**src/rtl/alu_packet_ctrl.sv**
```systemverilog
// alu_packet_ctrl: byte-stream packet engine between a UART rx and tx stream.
// Packets: opcode, reserved, len_lo, len_hi, payload. len counts the header.
// Opcodes: ECHO forwards the payload, ADD/SUB fold 32-bit LSB-first words
// into an accumulator and return it as 4 bytes; bad packets answer 0xEE.
// Ports:
//   clk        system clock, rising edge
//   rst        synchronous active-low reset
//   rx_tdata   received byte
//   rx_tvalid  received byte valid
//   rx_tready  controller accepts the received byte
//   tx_tdata   byte to transmit
//   tx_tvalid  transmit byte valid
//   tx_tready  transmitter accepts the byte
//   busy_o     packet in progress (state not IDLE)
//   err_o      one-cycle pulse on protocol error or timeout
module alu_packet_ctrl #(
   parameter int unsigned TIMEOUT_P = 100000
) (
   input  logic       clk,
   input  logic       rst,
   input  logic [7:0] rx_tdata,
   input  logic       rx_tvalid,
   output logic       rx_tready,
   output logic [7:0] tx_tdata,
   output logic       tx_tvalid,
   input  logic       tx_tready,
   output logic       busy_o,
   output logic       err_o
);

   localparam logic [7:0] OP_ECHO = 8'hEC;
   localparam logic [7:0] OP_ADD  = 8'hA8;
   localparam logic [7:0] OP_SUB  = 8'hA9;
   localparam logic [7:0] ERR_BYTE = 8'hEE;

   localparam int CW = (TIMEOUT_P > 1) ? $clog2(TIMEOUT_P + 1) : 1;
   localparam logic [CW-1:0] TMO_LAST = CW'(TIMEOUT_P - 1);

   typedef enum logic [3:0] {
      S_IDLE,
      S_HDR1,
      S_LEN_LO,
      S_LEN_HI,
      S_ECHO_RX,
      S_ECHO_TX,
      S_OPERAND,
      S_DRAIN,
      S_SEND_RES,
      S_SEND_ERR
   } state_t;

   state_t        state_q;
   logic [7:0]    op_q;
   logic [7:0]    len_lo_q;
   logic [15:0]   rem_q;
   logic [31:0]   acc_q;
   logic [31:0]   word_q;
   logic [1:0]    bidx_q;
   logic          first_q;
   logic [1:0]    ridx_q;
   logic          buf_full_q;
   logic [7:0]    tx_data_q;
   logic          tx_valid_q;
   logic          err_q;
   logic [CW-1:0] tmo_q;

   logic          rdy_d;
   logic          wait_rx;
   logic          rx_fire;
   logic          tx_fire;
   logic          tmo_hit;
   logic [15:0]   len_full;
   logic [15:0]   rem_calc;
   logic          len_short;
   logic          is_arith;
   logic          arith_ok;
   logic [31:0]   word_d;
   logic [31:0]   acc_d;
   logic [7:0]    res_byte_d;

   // Ready decode from the registered state; forced low during reset.
   always_comb begin
      rdy_d   = 1'b0;
      wait_rx = 1'b0;
      unique case (state_q)
         S_IDLE: begin
            rdy_d = 1'b1;
         end
         S_HDR1, S_LEN_LO, S_LEN_HI,
         S_OPERAND, S_DRAIN: begin
            rdy_d   = 1'b1;
            wait_rx = 1'b1;
         end
         S_ECHO_RX: begin
            rdy_d   = !buf_full_q;
            wait_rx = 1'b1;
         end
         default: begin
            rdy_d   = 1'b0;
            wait_rx = 1'b0;
         end
      endcase
   end

   assign rx_tready = rst & rdy_d;
   assign tx_tvalid = rst & tx_valid_q;
   assign tx_tdata  = tx_data_q;
   assign busy_o    = rst & (state_q != S_IDLE);
   assign err_o     = rst & err_q;

   assign rx_fire = rx_tvalid & rx_tready;
   assign tx_fire = tx_valid_q & tx_tready;

   // Abort after TIMEOUT_P consecutive cycles without an rx byte.
   assign tmo_hit = wait_rx & !rx_fire & (tmo_q == TMO_LAST);

   assign len_full  = {rx_tdata, len_lo_q};
   assign rem_calc  = len_full - 16'd4;
   assign len_short = len_full < 16'd4;
   assign is_arith  = (op_q == OP_ADD) | (op_q == OP_SUB);
   assign arith_ok  = is_arith & (rem_calc != 16'd0) &
                      (rem_calc[1:0] == 2'b00);

   // Words arrive LSB first: shift new bytes in at the top.
   assign word_d = {rx_tdata, word_q[31:8]};

   always_comb begin
      acc_d = acc_q;
      if (first_q)
         acc_d = word_d;
      else if (op_q == OP_SUB)
         acc_d = acc_q - word_d;
      else
         acc_d = acc_q + word_d;
   end

   // Next result byte after the one currently on tx_tdata.
   always_comb begin
      res_byte_d = acc_q[7:0];
      unique case (ridx_q)
         2'd0:    res_byte_d = acc_q[15:8];
         2'd1:    res_byte_d = acc_q[23:16];
         2'd2:    res_byte_d = acc_q[31:24];
         default: res_byte_d = acc_q[7:0];
      endcase
   end

   always_ff @(posedge clk) begin
      if (!rst) begin
         state_q    <= S_IDLE;
         op_q       <= 8'h00;
         len_lo_q   <= 8'h00;
         rem_q      <= 16'd0;
         acc_q      <= 32'd0;
         word_q     <= 32'd0;
         bidx_q     <= 2'd0;
         first_q    <= 1'b1;
         ridx_q     <= 2'd0;
         buf_full_q <= 1'b0;
         tx_data_q  <= 8'h00;
         tx_valid_q <= 1'b0;
         err_q      <= 1'b0;
         tmo_q      <= '0;
      end else begin
         err_q <= 1'b0;

         // Reload on any rx byte, count only while waiting for one.
         if (rx_fire)
            tmo_q <= '0;
         else if (wait_rx)
            tmo_q <= tmo_q + CW'(1);

         if (tmo_hit) begin
            state_q    <= S_IDLE;
            err_q      <= 1'b1;
            tmo_q      <= '0;
            buf_full_q <= 1'b0;
            tx_valid_q <= 1'b0;
         end else begin
            unique case (state_q)
               S_IDLE: begin
                  if (rx_fire) begin
                     op_q    <= rx_tdata;
                     state_q <= S_HDR1;
                  end
               end

               S_HDR1: begin
                  if (rx_fire)
                     state_q <= S_LEN_LO;
               end

               S_LEN_LO: begin
                  if (rx_fire) begin
                     len_lo_q <= rx_tdata;
                     state_q  <= S_LEN_HI;
                  end
               end

               S_LEN_HI: begin
                  if (rx_fire) begin
                     rem_q   <= rem_calc;
                     first_q <= 1'b1;
                     bidx_q  <= 2'd0;
                     word_q  <= 32'd0;
                     if (len_short) begin
                        state_q    <= S_SEND_ERR;
                        tx_data_q  <= ERR_BYTE;
                        tx_valid_q <= 1'b1;
                        err_q      <= 1'b1;
                     end else if (op_q == OP_ECHO) begin
                        if (rem_calc == 16'd0)
                           state_q <= S_IDLE;
                        else
                           state_q <= S_ECHO_RX;
                     end else if (arith_ok) begin
                        state_q <= S_OPERAND;
                     end else if (rem_calc == 16'd0) begin
                        state_q    <= S_SEND_ERR;
                        tx_data_q  <= ERR_BYTE;
                        tx_valid_q <= 1'b1;
                        err_q      <= 1'b1;
                     end else begin
                        state_q <= S_DRAIN;
                     end
                  end
               end

               S_ECHO_RX: begin
                  if (rx_fire) begin
                     tx_data_q  <= rx_tdata;
                     tx_valid_q <= 1'b1;
                     buf_full_q <= 1'b1;
                     rem_q      <= rem_q - 16'd1;
                     state_q    <= S_ECHO_TX;
                  end
               end

               S_ECHO_TX: begin
                  if (tx_fire) begin
                     tx_valid_q <= 1'b0;
                     buf_full_q <= 1'b0;
                     if (rem_q == 16'd0)
                        state_q <= S_IDLE;
                     else
                        state_q <= S_ECHO_RX;
                  end
               end

               S_OPERAND: begin
                  if (rx_fire) begin
                     rem_q  <= rem_q - 16'd1;
                     word_q <= word_d;
                     bidx_q <= bidx_q + 2'd1;
                     if (bidx_q == 2'd3) begin
                        acc_q   <= acc_d;
                        first_q <= 1'b0;
                     end
                     // Payload is a whole number of words, so the
                     // last byte always completes a word.
                     if (rem_q == 16'd1) begin
                        state_q    <= S_SEND_RES;
                        tx_data_q  <= acc_d[7:0];
                        tx_valid_q <= 1'b1;
                        ridx_q     <= 2'd0;
                     end
                  end
               end

               S_DRAIN: begin
                  if (rx_fire) begin
                     rem_q <= rem_q - 16'd1;
                     if (rem_q == 16'd1) begin
                        state_q    <= S_SEND_ERR;
                        tx_data_q  <= ERR_BYTE;
                        tx_valid_q <= 1'b1;
                        err_q      <= 1'b1;
                     end
                  end
               end

               S_SEND_RES: begin
                  if (tx_fire) begin
                     if (ridx_q == 2'd3) begin
                        tx_valid_q <= 1'b0;
                        state_q    <= S_IDLE;
                     end else begin
                        tx_data_q <= res_byte_d;
                        ridx_q    <= ridx_q + 2'd1;
                     end
                  end
               end

               S_SEND_ERR: begin
                  if (tx_fire) begin
                     tx_valid_q <= 1'b0;
                     state_q    <= S_IDLE;
                  end
               end

               default: begin
                  state_q    <= S_IDLE;
                  tx_valid_q <= 1'b0;
               end
            endcase
         end
      end
   end

endmodule

```
**config.mk**
```make
export PLATFORM = sky130hd
export DESIGN_NAME = alu_packet_ctrl
export DESIGN_NICKNAME = d
export VERILOG_FILES = /design/src/rtl/alu_packet_ctrl.sv
export SDC_FILE = /design/constraint.sdc
export NUM_CORES = 1
export LEC_CHECK = 0
export CAP_MARGIN = 20
export CORE_ASPECT_RATIO = 0.8
export CORE_UTILIZATION = 33
export CTS_CLUSTER_DIAMETER = 100
export DETAILED_ROUTE_END_ITERATION = 10
export GPL_TIMING_DRIVEN = 0
export PLACE_DENSITY = 0.54
export SETUP_SLACK_MARGIN = 0.05
export SLEW_MARGIN = 40
export SYNTH_ARGS = -nofsm -noshare
export SYNTH_HDL_FRONTEND = slang
export SYNTH_SLANG_ARGS = --single-unit
```
**constraint.sdc**
```tcl
create_clock -name clk -period 4.2 [get_ports clk]
set_clock_uncertainty 0.2 [all_clocks]
set_input_delay 0.42 -clock clk [delete_from_list [all_inputs] [get_ports clk]]
set_output_delay 0.42 -clock clk [all_outputs]
set_load 0.01 [all_outputs]
```
Yosys cells after proc, flatten, opt, wreduce, memory -nomap -nowiden
Cells that the tools add are included.
Widths: inputs -> output; s select.
- output and inout bits: 12
- logic and storage cells: 186
- input bits: 12
- flip-flop bits (word level): 133
- bitwise gates (word level): 14
- add/sub/neg operators: 7
- equality and inequality tests: 40
- reductions and logical operators: 33
- $lt $le $gt $ge: 1
- mux-type cells: 77
- operator list (cell ; count):
    $mux 32 ; 4
    $mux 8 ; 12
    $mux 4 ; 17
    $pmux 32 s2 ; 1
    $pmux 4 s10 ; 1
    $pmux 8 s5 ; 1
    $add 32x32->32 ; 1
    $logic_not 16->1 ; 2
    $mux 16 ; 2
    $pmux 16 s2 ; 1
    $sub 32x32->32 ; 1
    $ne 2x2->1 const B ; 15
    $reduce_and 13->1 ; 2
    $eq 8x8->1 const B ; 3
    $pmux 8 s3 ; 1
    $mux 1 ; 22
    $add 17x1->17 const B ; 1
    $eq 17x17->1 const B ; 1
    $eq 16x1->1 const B ; 1
    $eq 4x3->1 const B ; 4
    $lt 16x3->1 const B ; 1
    $reduce_bool 16->1 ; 1
    $sub 16x1->16 const B ; 1
    $sub 16x3->16 const B ; 1
    30 further kinds ; 75

Depth between registers and ports, before layout
- depth in word-level cells: 10
- mapped depth: 19
- gate-level depth less buffers: 18

Least setup slack after synthesis
Ideal clock, no wire load.
- path type: register to register
- from: register word_q[23]
- to: register acc_q[28]
- clock period less this slack: 3.905 ns
- cell stages (with the launch flop): 16
- data required time: 3.876 ns
- path buffers: 0
- slack: 0.295 ns
- library setup time: 0.124 ns
- arrival: 3.581 ns
- cells stage by stage: dfxtp_1 -> or4_1 -> or3_4 -> or2_2 -> o21ai_0 -> xor2_1 -> ha_1 -> a21o_1 -> nand2_1 -> nand2_1 -> a21o_1 -> a211o_1 -> a41o_1 -> a41oi_1 -> xor2_1 -> o21ai_0
- cells in the longest elaborated chain, start to end: 3
- elaborated cells on any way between the ends: 4
- those cells by class: 2 x add/sub; 2 x mux
- ends and longest elaborated chain (item ; line ; RTL):
    start, declared ; 57 ; logic [31:0] word_q;
    start signal, assigned ; 253 ; word_q <= word_d;
    $add 32x32->32 / $sub 32x32->32 (equally long branches) ; 134, 132 ;
    $mux 32 (*) ; 131 ; else if (op_q == OP_SUB)
    $mux 32 (*) ; 129 ; if (first_q)
    end signal, assigned ; 154 ; acc_q <= 32'd0;
    end signal, assigned ; 256 ; acc_q <= acc_d;
    end, declared ; 56 ; logic [31:0] acc_q;
Every way passes the cells marked *; elsewhere a longest branch is shown, timed or not.
A chain may end at the register's enable or synchronous reset.

Worst setup path after layout
- from: register op_q[7]
- to: register acc_q[31]
- cells in the longest elaborated chain, start to end: 3
- ends and longest elaborated chain (item ; line ; RTL):
    start, declared ; 53 ; logic [7:0] op_q;
    start signal, assigned ; 183 ; op_q <= rx_tdata;
    $eq 8x8->1 ; 131 ;
    $mux 32 ; 131 ;
    $mux 32 ; 129 ;
No other way between the ends.

==> results.py <==
metrics = {
    "setup_path": {
        "crit_start": "op_q[7]",
        "cp.arrival_ns": 4.23,
        "reg2reg_from": "op_q[7]",
        "end_kind": "flip-flop",
        "crit_required_ns": 4.36,
        "reg2regPathDepth": 18,
        "cp_max_fo": 6,
        "path_class": "flip-flop to flip-flop",
        "worstSetupStartpointType": "flip-flop",
    },
    "die": {
        "core_mm2": 0.02563,
        "start_util_pct": 33.99,
        "num_io_pins": 24,
        "rows": 52,
        "die-area_mm2": 0.02706,
        "die_width_um": 183.7,
        "die_h_um": 147.3,
    },
    "power": {
        "total_leakage_power_nw": 3.986,
        "power_frac_seq_pct": 41.9,
        "vdd_ir_drop_max_uv": 239.9,
        "pwr-share-comb_pct": 6.8,
        "power.density_mw_per_mm2": 263.8,
        "p_sw_share_pct": 26.90,
        "power_frac_clock_pct": 51.3,
        "finalPower_w": 0.002859,
        "p_switching_w": 0.0007691,
        "p_int_w": 0.002090,
    },
    "logic_synthesis": {
        "ys_seq_area_share_pct": 28.72,
        "synthSimpleGateAreaFrac_pct": 24.18,
        "muxShareOfSynthArea_pct": 1.608,
        "yosys_register_bits": 125,
        "synthAdderAreaFrac_pct": 6.261,
        "synth-async-reset-ratio_pct": 0,
        "mappedNetlistArea_mm2": 0.008713,
        "synth.yosys.warnings": 0,
        "synth.avg_cell_area_um2": 7.684,
        "synth_xor_area_share_pct": 8.142,
        "synth_fp_nets": 1189,
        "synth_top_family_by_area": "compound AO/OA/AOI/OAI gates",
        "synth_edf_count": 0,
        "netlist_instances": 1134,
        "synth.distinct_cells": 75,
        "synth-compound-area-share_pct": 26.52,
        "synth_ff_type": "dfxtp_1",
    },
    "clock_tree": {
        "numCtsBuffers": 17,
        "cts-root-buf": "clkbuf_16",
        "holdBufCountCts": 0,
        "clock_latency_ns": 0.43,
        "clock_sinks": 125,
        "cts.reportedPaths.clkPinSlew_ns": 0.06,
        "cts_max_path_buffers": 2,
        "ctsHtreeMaxLevel": 4,
        "cts_tree": "yes",
    },
    "global_routing": {
        "grt_max_degree": 17,
        "grt_antenna_before_repair": 1,
        "grtUsageTotal_pct": 23.12,
        "grt_pass1_vias": 8180,
        "grt_pass1_wl_um": 47800,
        "grt_overflow": 0,
    },
    "timing": {
        "slew_headroom_pct": 41.51,
        "hold_viol": 0,
        "worst_pin_slew_ns": 0.8774,
        "final.period_utilization_pct": 96.88,
        "fmax_ghz": 0.2458,
        "finalCriticalPeriod_ns": 4.069,
        "setup_viol": 0,
        "slew_violations": 0,
        "rsz0062_at_grt": "yes",
    },
    "cells_and_area": {
        "finish.utilization_pct": 42.27,
        "drive_gt1_share_pct": 15.47,
        "multi_input_area_mm2": 0.006290,
        "nFillCells": 2642,
        "area_growth_pct": 24.35,
        "layout.nets": 1270,
        "diodes": 0,
        "ff_latch_area_mm2": 0.002516,
    },
    "place": {
        "io_buffers": 19,
        "hpwlAfterDp_um": 22820,
        "gp_congestion": 0.9083,
    },
    "routing": {
        "wl_per_cell_um": 20.06,
        "m1WireLength_um": 15470,
        "drtAntennaViolNets": 0,
        "detail_route.iter0.violations": 1032,
        "dr.pass1.iters": 6,
        "met2WireLength_um": 13190,
        "wl_met3_um": 2672,
        "viasPerCell": 5.757,
        "drc": 0,
        "top_layer_used": "met4",
        "drt-total-wl_um": 31670,
        "vias": 9091,
    },
    "hold_path": {
        "hold_class": "input port to flip-flop",
        "hold_path_depth": 3,
        "hp-start": "rx_tdata[6]",
    },
    "flow_run": {
        "drv.max_cap_violation_count": 0,
    },
    "run_status": {
        "status": "complete, no violations",
    },
}
==> metrics by stage <==
step           setup WS, ns  setup TNS (ns)  std cells  instance area, um^2  hold WS [ns]
6_report             0.1312               0       1579                10840        0.2346
3_3_place_gp         -1.254          -22.06       1504                 9343        0.2414
3_5_place_dp         -1.278          -22.17       1504                 9360        0.2506
4_1_cts             0.03627               0       1548                10200        0.2250
2_1_floorplan        0.2949               0       1134                 8713        0.2312
5_1_grt            -0.02265        -0.05462       1579                10840        0.2358
==> power by group through the flow <==
| stage | Sequential (W) | Combinational, W | Clock [W] |
|---|---|---|---|
| after floorplan | 0.00122 | 0.000116 | 0 |
| after global placement | 0.00122 | 0.000179 | 0 |
| after detailed placement | 0.00122 | 0.000180 | 0 |
| after CTS | 0.00120 | 0.000183 | 0.00148 |
| after global routing | 0.00120 | 0.000207 | 0.00154 |
| final | 0.00120 | 0.000195 | 0.00147 |
==> final timing paths <==
kind,endpoint,slack [ns]
hold / removal,op_q[6],0.23
setup reg to reg,acc_q[31],0.13
setup / recovery,acc_q[31],0.13
hold reg to reg,tx_tdata[3],0.26
==> final cells by class <==
class | instances | area share, %
timing repair buffer | 64 | 5.462
clock buffer | 17 | 3.926
buffer | 69 | 2.794
multi-input combinational | 907 | 58.05
clock inverter | 15 | 1.420
inverter | 31 | 1.074
sequential | 125 | 23.22
tap | 351 | 4.053
==> layer usage <==
metal,vias up,track usage [%]
met4,0,5.333
met1,4385,35.22
met2,371,31.93
met5,-,0
met3,27,5.726
li1,4308,-
==> Yosys cell counts (all sizes together) (8+ instances only) <==
| master | count | area [um^2] |
|---|---|---|
| inv | 31 | 116.4 |
| a222oi | 13 | 130.1 |
| nand2b | 18 | 112.6 |
| a221oi | 8 | 95.09 |
| nand2 | 119 | 446.7 |
| dfxtp | 125 | 2502 |
| a22oi | 30 | 225.2 |
| o31ai | 14 | 105.1 |
| o21ai | 89 | 449.2 |
| a21o | 11 | 82.58 |
| nand3 | 39 | 195.2 |
| ha | 42 | 525.5 |
| a21oi | 81 | 405.4 |
| mux2i | 14 | 140.1 |
| nand4 | 14 | 93.84 |
| o211ai | 14 | 105.1 |
| o211a | 9 | 90.09 |
| nor3 | 26 | 157.7 |
| and2 | 14 | 87.59 |
| nor4 | 18 | 161.4 |
| xnor2 | 41 | 359.1 |
| and3 | 8 | 50.05 |
| buf | 16 | 75.07 |
| nor2b | 17 | 106.4 |
| nor2 | 115 | 431.7 |
| a31oi | 19 | 131.4 |
| xor2 | 40 | 350.3 |
| clkbuf | 55 | 206.5 |
| a21boi | 9 | 67.56 |
| o21a | 8 | 60.06 |
==> cells in the final DEF, fill, tap and decap left out, drive strengths merged, types with 8 or more instances in the layout <==
cell and count:
a22oi 30, a221oi 8, buf 61, and2 14
a31oi 19, a21oi 81, and3 8, nor2b 17
o211a 9, o21a 8, xor2 40, ha 42
o31ai 14, nand2 119, nand3 39, nor3 26
a21o 11, inv 39, a21boi 9, nand2b 18
xnor2 41, nand4 14, a222oi 13, clkdlybuf4s50 19
clkbuf 70, nor2 115, dfxtp 125, mux2i 14
o21ai 89, nor4 18, o211ai 14
==> registers in the layout (all words and copies together) (netlist names) <==
name        flops
tmo_q          17
len_lo_q        8
state_q         4
acc_q          32
ridx_q          2
buf_full_q      1
rem_q          16
tx_tdata        8
err_q           1
op_q            8
tx_valid_q      1
bidx_q          2
first_q         1
word_q         24
==> kinds of logic after synthesis <==
kind of cell / after synthesis
AOI/OAI and AO/OA: 347
xor gates and xnor gates: 81
adders and majority gates: 43
buffers and inverters: 102
DFF: 125
muxes: 14
and+or+nand+nor: 422
==> critical path, stage by stage (launching register included) <==
cell and delay (ns):
dfxtp_2 0.33, nor4bb_4 0.29, nand2_2 0.11, nor4b_4 0.41, buf_8 0.18, buf_4 0.13, a21oi_1 0.05, xnor2_1 0.14
ha_1 0.41, nand3_2 0.13, nor3_4 0.28, and4_4 0.28, a32oi_4 0.09, buf_12 0.18, a21boi_4 0.19, o2111ai_4 0.17
a31oi_1 0.20, nand3_1 0.12, o21ai_2 0.12
==> what timing repair did <==
item,in CTS,in global routing
setup buffers,13,30
endpoints found under the setup margin,32,21
cloned,0,2
pin swaps,10,52
gates resized for setup,36,81
No activity file was read; power rests on OpenSTA's default activity.
==> RTL edit, RTL diff (same settings) <==
Put a register stage on the output `err_o`. The value now appears one clock later. The other outputs are not delayed to match. Comments in the files are not updated.
--- a/src/rtl/alu_packet_ctrl.sv
+++ b/src/rtl/alu_packet_ctrl.sv
@@ -108,3 +108,9 @@
    assign busy_o    = rst & (state_q != S_IDLE);
-   assign err_o     = rst & err_q;
+   always_ff @(posedge clk) begin
+      if (!rst) begin
+         err_o <= '0;
+      end else begin
+         err_o <= rst & err_q;
+      end
+   end
 
Behaviour: same outputs for any inputs over 4 cycles, from zero or initial values and one cycle with rst low; that may be too few to reach the edited logic, so the function may still have changed.
==> RTL edit against the unedited design <==
The flow now finishes with violations (negative setup slack); first-iteration DRC count is 3.3% higher; total power is 2.5% higher; non-clock buffer count is 5 lower; routed wire length is 5.6% lower; design area is 4.7% lower; sequential cell count is 1 higher; worst setup slack worse by 220 ps; synthesized area is 2.4% lower; maximum frequency is 5.0% lower; critical path depth is 3 lower; core utilization is 1.5 points lower; critical path type unchanged; largest power group unchanged; highest routed layer unchanged.
==> RTL edit: results <==
group,metric,value,unit
logic_synthesis,synth_fp_nets,1190,
timing,hold_slack,234,ps
setup_path,r2r-start,"word_q[19]",
setup_path,reg2reg_to,"acc_q[29]",
power_and_ir_drop,switching_share,25.6,%
logic_synthesis,netlist.area_leader.share,29.7,%
placement,finalWeightedCongestion,0.932,
grt,grt_pass1_vias,7887,
grt,grt_pass1_wl,45400,µm
outcome,violations,"negative setup slack",
min_path,hold_start,"err_q",
timing,worstMarginPinSlew,883,ps
grt,use_met3,3.83,%
power_and_ir_drop,leakage,3.99,nW
logic_synthesis,yosysMostFrequentCell,"nor2_1",
setup_path,cp_slowest_cell,"or4_4",
logic_synthesis,synth_fa_ha_area_share,6.41,%
route,wl,29900,µm
logic_synthesis,synth_compound_area_share,24.7,%
route,dr_total_vias,8917,
setup_path,critPathMaxStageDelay,530,ps
grt,use_met2,31.0,%
placement,dp_hpwl,21600,µm
grt,antenna_found_initial,0,
timing,setup_viol_count_final,2,
outcome,status,"complete, but fails checks",
setup_path,cp_max_fo,3,
power_and_ir_drop,clkPwrFrac,51.6,%
logic_synthesis,ys_types,70,
power_and_ir_drop,vdd_drop_max,0.300,mV
grt,grtUsageTotal,22.2,%
logic_synthesis,synth.area.top_cells,"dfxtp_1 30%, nor2_1 6.7%, ha_1 6.2%",
min_path,min_path_cells,1,
timing,setup_ws,-84.6,ps
final_layout,drive_above_1_share,12.1,%
route,drtIter0Drc,1066,
min_path,hold_class,"flop to flop",
route,first_pass_iters,5,
timing,tns,-163,ps
logic_synthesis,synthTopCellsByCount,"152 x nor2_1, 126 x dfxtp_1, 113 x nand2_1",
route,route.met3.wl,2460,µm
setup_path,cp.arrival,4360,ps
## RTL edit: cell count changes after synthesis, moves of 5 or more
cell	delta
or2_2	-5
nand3_1	-8
a211oi_1	+6
nand2b_1	-7
a31oi_1	-9
nor2b_1	-11
clkbuf_1	+10
inv_1	-6
nor2_1	+37
a21boi_0	-6
nor3_1	+16
xor2_1	+5
a21oi_1	+15
nand2_1	-6
## RTL edit: area by class of cell
cell class | instances | area, µm²
Timing Repair Buffer | 57 | 498
Multi-Input combinational cell | 908 | 5900
Buffer | 71 | 297
Fill cell | 2635 | 15000
Clock buffer | 19 | 453
Tap cell | 324 | 405
Sequential cell | 126 | 2540
Clock inverter | 12 | 138
Inverter | 24 | 90.1
## RTL edit: metrics by stage
stage / cell area, µm² / utilization, % / worst slack, ps / std cells / power [mW]
6_report: 10300 / 40.8 / -84.6 / 1541 / 2.93
5_1_grt: 10300 / 40.8 / -201 / 1541 / 3.02
4_1_cts: 9980 / 39.4 / -124 / 1517 / 2.94
3_5_place_dp: 9140 / 36.1 / -1010 / 1479 / 1.43
3_3_place_gp: 9130 / 36.1 / -986 / 1478 / 1.43
2_1_floorplan: 8530 / - / 11.2 / 1135 / 1.37
## RTL edit: repair_timing
item                                    CTS  global route
resized for setup                        49            35
endpoints found under the setup margin   22            14
gates cloned                              0             1
pin swaps                                15            37
setup buffers                            13            23
## RTL edit: worst max path at each step
stage | from | endpoint | cells past startpoint
3_3_place_gp | op_q[5] | acc_q[31] | 17
5_1_grt | word_q[19] | acc_q[29] | 15
2_1_floorplan | word_q[18] | acc_q[31] | 16
3_5_place_dp | op_q[5] | acc_q[31] | 17
4_1_cts | word_q[19] | acc_q[29] | 15
6_report | word_q[19] | acc_q[29] | 15
